[config.mk]
export PLATFORM = sky130hd
export DESIGN_NAME = sat_counter
export DESIGN_NICKNAME = d
export VERILOG_FILES = /design/src/rtl/sat_counter.sv
export SDC_FILE = /design/constraint.sdc
export NUM_CORES = 1
export LEC_CHECK = 0
export ABC_AREA = 1
export ABC_CLOCK_PERIOD_IN_PS = 1800
export CAP_MARGIN = 20
export CORE_AREA = 2 2 39 41
export DETAILED_ROUTE_END_ITERATION = 8
export DIE_AREA = 0 0 41 43
export GPL_TIMING_DRIVEN = 0
export PLACE_DENSITY_LB_ADDON = 0.2
export SLEW_MARGIN = 20
export SYNTH_ARGS = -nofsm -noshare
export SYNTH_HDL_FRONTEND = slang
export SYNTH_SLANG_ARGS = --single-unit
[constraint.sdc]
create_clock -name clk -period 1.8 [get_ports clk]
set_input_delay 0.18 -clock clk [delete_from_list [all_inputs] [get_ports clk]]
set_output_delay 0.18 -clock clk [all_outputs]
set_load 0.03 [all_outputs]
[src/rtl/sat_counter.sv]
// Saturating up-counter; holds at all-ones once reached.
module sat_counter #(
  parameter int ERR_W = 8
) (
  input  logic             clk,
  input  logic             rst,
  input  logic             inc,
  output logic [ERR_W-1:0] value
);

  always_ff @(posedge clk) begin
    if (rst)
      value <= '0;
    else if (inc && (value != '1))
      value <= value + 1'b1;
  end

endmodule

==> results.py, run 1 <==
metrics = {
    "clocking": {
        "cts.sinks": 8,
        "cts_tree": "yes",
        "path_clk_slew_ps": 60,
        "postCtsHoldBufs": 0,
        "clock_latency_ps": 250,
        "ctsResizeCount": 0,
        "clockRootBuffer": "clkbuf_4",
        "post-cts-setup-buffers": 0,
        "cts_max_level": 1,
        "cts_buffer_depth": 2,
        "cts_buffers": 3,
    },
    "floorplanning": {
        "start_util": 0.350,
        "boundaryPins": 11,
        "core_area_sq_mm": 0.00138,
        "rows": 14,
        "die_h_microns": 43,
        "die_w_microns": 41,
        "dieArea_sq_mm": 0.00176,
    },
    "yosys": {
        "synth_top_area_share": 0.331,
        "synthMuxAreaShare": 0,
        "yosysSeqAreaShare": 0.331,
        "synthTopCellsByCount": "20 x nand2_1, 15 x nor2_1, 9 x inv_1",
        "synth_area_per_cell_sq_um": 6.29,
        "ys.flop_type": "dfxtp_1",
        "synth_top_family_by_area": "simple AND/OR/NAND/NOR gates",
        "synth_compound_area_frac": 0.0724,
        "yosysMostFrequentCell": "nand2_1",
        "synth-async-reset-ratio": 0,
        "synth_area_sq_um": 484,
        "syn_inst": 77,
        "synth_seq_cells": 8,
        "yosysWarnings": 0,
        "synth_adder_area_share": 0.0258,
        "synth_area_leaders": "dfxtp_1 33%, nand2_1 16%, nor2_1 12%, nand3_1 7.2%, inv_1 7.0%",
        "synth_cell_types": 15,
        "synth-edff-count": 0,
        "syn_nets": 81,
        "synth_xor_area_frac": 0,
        "synth-simple-area-share": 0.447,
        "synth_area_leader_cell": "dfxtp_1",
    },
    "setup_path": {
        "worstSetupPathType": "register to primary output",
        "arrival_ps": 1450,
        "path_buf_inv": 1,
        "cp_slowest_stage_delay_ps": 730,
        "worst_setup_path_start_kind": "register",
        "crit_path_cell_trace": "clkdlybuf4s50_1",
        "cp_top_family": "buffers and inverters",
        "cp.required_ps": 1620,
        "slowest_stage": "clkdlybuf4s50_1",
        "worstSetupEndpointType": "primary output",
        "cp_max_fo": 7,
    },
    "sta": {
        "setup_viol": 0,
        "final.setup.worst_slack_ps": 171,
        "min_period_ps": 1630,
        "timing.fmax_ghz": 0.614,
        "finClkSkew_ps": 0.330,
        "setup_tns_ps": 0,
        "drv_slew": 0,
        "fin_crit_sh": 0.905,
        "slew_headroom": 0.791,
        "hold_ws_ps": 476,
        "worstMarginPinSlew_ps": 312,
        "rsz0062_at_grt": "no",
        "finalHoldViolCount": 0,
    },
    "power_and_ir_drop": {
        "power.leakage_uw": 0.000283,
        "p_per_area_mw_per_mm2": 602,
        "vdd_drop_max_mv": 0.314,
        "finalPower_uw": 378,
    },
    "placement": {
        "place_ws_ps": 452,
        "port_buffers": 10,
        "dp_hpwl_microns": 744,
        "routabilityCongestion": 0.758,
    },
    "global_routing": {
        "grt_overflow_total": 0,
        "grt_pass1_wl_microns": 1580,
        "grt_usage": 0.138,
        "grt_max_degree": 11,
        "grt_pass1_vias": 377,
        "grt_antenna_before_repair": 0,
    },
    "status": {
        "outcome": "finished clean",
    },
    "route": {
        "first_pass_iters": 4,
        "wire_per_inst_microns": 9.41,
        "drt-total-wl_microns": 997,
        "ant_nets": 0,
        "vias": 503,
        "avgViaCountPerCell": 4.75,
        "first_iter_violations": 4,
        "drc_errors": 0,
    },
    "layout": {
        "multi_input_area_sq_um": 264,
        "drive_above_1_share": 0.144,
        "largest_register_ff_count": 8,
        "diodes": 0,
        "syn_to_final_growth_pct": 29.5,
        "finish.utilization": 0.453,
        "n_fill_cell": 154,
        "max_flop_register": "value",
        "seq_area_sq_um": 160,
        "final_nets": 96,
        "largest_registers": "value x8",
    },
    "run": {
        "max_cap_violations": 0,
    },
    "hold_path": {
        "hp-class": "register to register",
    },
}
-- per-stage QoR --
step,cell area [sq um],instances
after global placement,604,103
after global routing,627,106
after CTS,627,106
after floorplan,484,77
after detailed placement,604,103
final,627,106
-- worst paths after layout --
path | end | slack, ps | cells past startpoint | start
max | value[3] | 170 | 1 | value[3]
max reg2reg | value[1] | 520 | 7 | value[0]
min reg2reg | value[6] | 480 | 2 | value[6]
min | value[6] | 480 | 2 | value[6]
-- metal layers --
metal	vias up	GRT usage	routed length (microns)
li1	267	-	-
met1	221	0.175	474
met2	10	0.184	439
met3	5	0.0314	50
met4	0	0.120	32
met5	-	0	0
-- tightest hold or removal path: cells and delay by family (launching register included) --
kind | cells | cell delay (ps)
AOI/OAI and AO/OA | 1 | 50
buffers and inverters | 1 | 50
DFF | 1 | 330
-- power by group --
part / switching (uW) / internal (uW) / total, uW
Clock: 66.8 / 76.7 / 144
Combinational: 24.8 / 21.6 / 46.4
Sequential: 6.20 / 181 / 188
-- kinds of logic after synthesis --
group                    count (synthesis)
AND/OR/NAND/NOR                         48
buffers and inverters                   13
flip-flops                               8
AO/OA/AOI/OAI                            7
adder cells (fa/ha/maj)                  1
-- cell type report --
| class | count | share of cell area |
|---|---|---|
| well taps | 16 | 0.0319 |
| clock buffers | 3 | 0.0359 |
| inverters | 11 | 0.0659 |
| repair buffers | 10 | 0.160 |
| multi-input cells | 56 | 0.421 |
| flip-flops and latches | 8 | 0.255 |
| plain buffers | 2 | 0.0299 |
-- cell usage in the layout, fill, tap and decap left out, types with 2 or more instances in the layout --
cell type / instances
nor2_1: 15
dfxtp_1: 8
inv_2: 2
nand3_2: 2
clkbuf_4: 3
nand3_1: 7
nor2_2: 2
inv_1: 9
a21oi_1: 6
clkdlybuf4s50_1: 10
nand2_1: 20
No activity file was read; power rests on OpenSTA's default activity.
==> run 2, diff against run 1 <==
--- a/config.mk
+++ b/config.mk
@@ -9,6 +9,7 @@
 export ABC_CLOCK_PERIOD_IN_PS = 1800
 export CAP_MARGIN = 20
 export CORE_AREA = 2 2 39 41
+export CTS_CLUSTER_DIAMETER = 100
 export DETAILED_ROUTE_END_ITERATION = 8
 export DIE_AREA = 0 0 41 43
 export GPL_TIMING_DRIVEN = 0
==> results of run 2 <==
The final DEF is identical to that of run 1; final timing and power are the same.
==> run 3, diff against run 2 <==
--- a/config.mk
+++ b/config.mk
@@ -5,7 +5,6 @@
 export SDC_FILE = /design/constraint.sdc
 export NUM_CORES = 1
 export LEC_CHECK = 0
-export ABC_AREA = 1
 export ABC_CLOCK_PERIOD_IN_PS = 1800
 export CAP_MARGIN = 20
 export CORE_AREA = 2 2 39 41
@@ -14,6 +13,7 @@
 export DIE_AREA = 0 0 41 43
 export GPL_TIMING_DRIVEN = 0
 export PLACE_DENSITY_LB_ADDON = 0.2
+export SKIP_CTS_REPAIR_TIMING = 1
 export SLEW_MARGIN = 20
 export SYNTH_ARGS = -nofsm -noshare
 export SYNTH_HDL_FRONTEND = slang
==> results.py, run 3 <==
metrics = {
    "sta": {
        "slew_headroom": 0.795,
        "worstMarginPinSlew_ps": 307,
        "rsz0062_at_grt": "no",
        "finalHoldViolCount": 0,
        "setup_viol": 0,
        "finClkSkew_ps": 1.40,
        "setup_tns_ps": 0,
        "fin_crit_sh": 0.890,
        "min_period_ps": 1600,
        "drv_slew": 0,
        "timing.fmax_ghz": 0.624,
    },
    "hold_path": {
        "hp-class": "register to register",
        "min_path_cells": 1,
        "whs_endpoint": "value[5]",
        "min_from": "value[5]",
    },
    "yosys": {
        "synth_top_area_share": 0.372,
        "synth_area_leader_cell": "dfxtp_1",
        "syn_nets": 50,
        "synthMuxAreaShare": 0.0581,
        "synth_area_sq_um": 430,
        "synth-edff-count": 0,
        "yosysMostFrequentCell": "dfxtp_1",
        "synth_top_family_by_area": "compound AO/OA/AOI/OAI gates",
        "synth_xor_area_frac": 0,
        "syn_inst": 46,
        "synth-simple-area-share": 0.247,
        "synth_area_per_cell_sq_um": 9.36,
        "synth-async-reset-ratio": 0,
        "ys.flop_type": "dfxtp_1",
        "synth_area_leaders": "dfxtp_1 37%, a21oi_1 5.8%, a21boi_4 4.4%, nand2_1 4.4%, and4_1 4.1%",
        "synth_cell_types": 25,
        "synth_seq_cells": 8,
        "yosysSeqAreaShare": 0.372,
        "synth_compound_area_frac": 0.259,
        "synthTopCellsByCount": "8 x dfxtp_1, 5 x a21oi_1, 5 x nand2_1",
        "yosysWarnings": 0,
        "synth_adder_area_share": 0.0291,
    },
    "floorplanning": {
        "die_w_microns": 41,
        "core_area_sq_mm": 0.00138,
        "boundaryPins": 11,
        "rows": 14,
        "start_util": 0.311,
        "die_h_microns": 43,
        "dieArea_sq_mm": 0.00176,
    },
    "layout": {
        "syn_to_final_growth_pct": 33.1,
        "largest_register_ff_count": 8,
        "final_nets": 65,
        "drive_above_1_share": 0.153,
        "multi_input_area_sq_um": 255,
        "diodes": 0,
        "seq_area_sq_um": 160,
        "max_flop_register": "value",
        "n_fill_cell": 158,
        "largest_registers": "value x8",
        "final_common_cell": "clkdlybuf4s50_1",
        "final_cell_mix": "10 x clkdlybuf4s50_1, 8 x dfxtp_1, 5 x a21oi_1, 5 x nand2_1, 3 x clkbuf_4",
        "final_cells": 75,
    },
    "setup_path": {
        "cp.required_ps": 1620,
        "rrSetupSlack_ps": 360,
        "reg2reg_depth": 4,
        "r2r-start": "value[0]",
        "slowest_stage": "clkdlybuf4s50_1",
        "cp_max_fo": 8,
        "path_buf_inv": 1,
        "cp_slowest_stage_delay_ps": 710,
        "cp_top_family": "buffers and inverters",
        "worstSetupEndpointType": "primary output",
        "arrival_ps": 1420,
        "worst_setup_path_start_kind": "register",
        "worstSetupPathType": "register to primary output",
        "crit_path_cell_trace": "clkdlybuf4s50_1",
        "reg2reg_to": "value[0]",
    },
    "route": {
        "met2_length_microns": 376,
        "first_iter_violations": 10,
        "vias": 410,
        "first_pass_iters": 4,
        "drt-total-wl_microns": 905,
        "dr.max_layer_used": "met4",
        "wire_per_inst_microns": 12.1,
        "dr_wl_met3_microns": 52,
        "ant_nets": 0,
        "avgViaCountPerCell": 5.47,
        "wl_met1_microns": 434,
        "drc_errors": 0,
    },
    "clocking": {
        "cts_buffers": 3,
        "cts_max_level": 1,
        "path_clk_slew_ps": 60,
        "cts.sinks": 8,
        "cts_tree": "yes",
        "clock_latency_ps": 260,
        "cts_buffer_depth": 2,
        "clockRootBuffer": "clkbuf_4",
    },
    "power_and_ir_drop": {
        "pwr-share-comb": 0.114,
        "power.leakage_uw": 0.000207,
        "vdd_drop_max_mv": 0.472,
        "p_switching_uw": 97.3,
        "p_seq_frac": 0.499,
        "intPower_uw": 280,
        "p_per_area_mw_per_mm2": 658,
        "swShare": 0.258,
        "pwr-share-clk": 0.387,
    },
    "placement": {
        "numPlacedInstances": 72,
        "routabilityCongestion": 0.697,
        "port_buffers": 10,
    },
    "status": {
        "outcome": "finished clean",
    },
    "global_routing": {
        "grt_max_degree": 9,
        "grt_usage": 0.137,
        "grt_overflow_total": 0,
        "grt_antenna_before_repair": 0,
        "grt_pass1_vias": 358,
        "grt_pass1_wl_microns": 1570,
    },
    "run": {
        "max_cap_violations": 0,
    },
}
[run 3: cell types whose count changed in the layout (fill, tap and decap cells not counted), sizes merged, moves of 7 or more]
cell / before / now
inv: 11 / 1
nand2: 21 / 5
nand3: 9 / 2
nor2: 17 / 1
[run 3: worst max-delay path by stage]
stage                     startpoint       end  slack (ps)  cells past startpoint
final                       value[3]  value[3]         200                      1
after global routing        value[3]  value[3]         130                      1
after CTS                   value[3]  value[3]         180                      1
after detailed placement         inc  value[3]         320                      4
after global placement           inc  value[3]         330                      4
after floorplan             value[0]  value[0]         300                      4
[run 3: power by group through the flow]
stage / Sequential [uW] / Combinational, uW / Clock, uW
floorplan: 199 / 15.6 / 0
global placement: 192 / 42.7 / 0
detailed placement: 192 / 43.3 / 0
CTS: 188 / 43.2 / 146
global route: 189 / 47.0 / 148
finish: 188 / 42.8 / 146
[run 3: kinds of logic after synthesis]
family          after synthesis
fa+ha+maj                     1
mux                           2
buf+inv                       2
simple gates                 18
flops                         8
compound gates               15
[run 3: area by class of cell]
cell class,instances,share of cell area
repair buffers,10,0.175
well taps,16,0.0349
plain buffers,1,0.0197
multi-input cells,36,0.445
clock buffers,3,0.0393
inverters,1,0.00655
flip-flops and latches,8,0.279
[run 3: per-layer routing]
metal / global-route usage / vias up
li1: - / 204
met1: 0.186 / 189
met2: 0.169 / 13
met3: 0.0366 / 4
met4: 0.120 / 0
met5: 0 / -
[run 3: stage by stage]
step                utilization  hold WS, ps  total power, uW  instance area [sq um]  setup slack [ps]
finish                    0.414          505              377                    573               198
floorplan                     -          252              215                    430               299
global route              0.414          547              384                    573               130
detailed placement        0.398          506              235                    551               324
global placement          0.398          493              234                    551               326
CTS                       0.414          514              377                    573               184
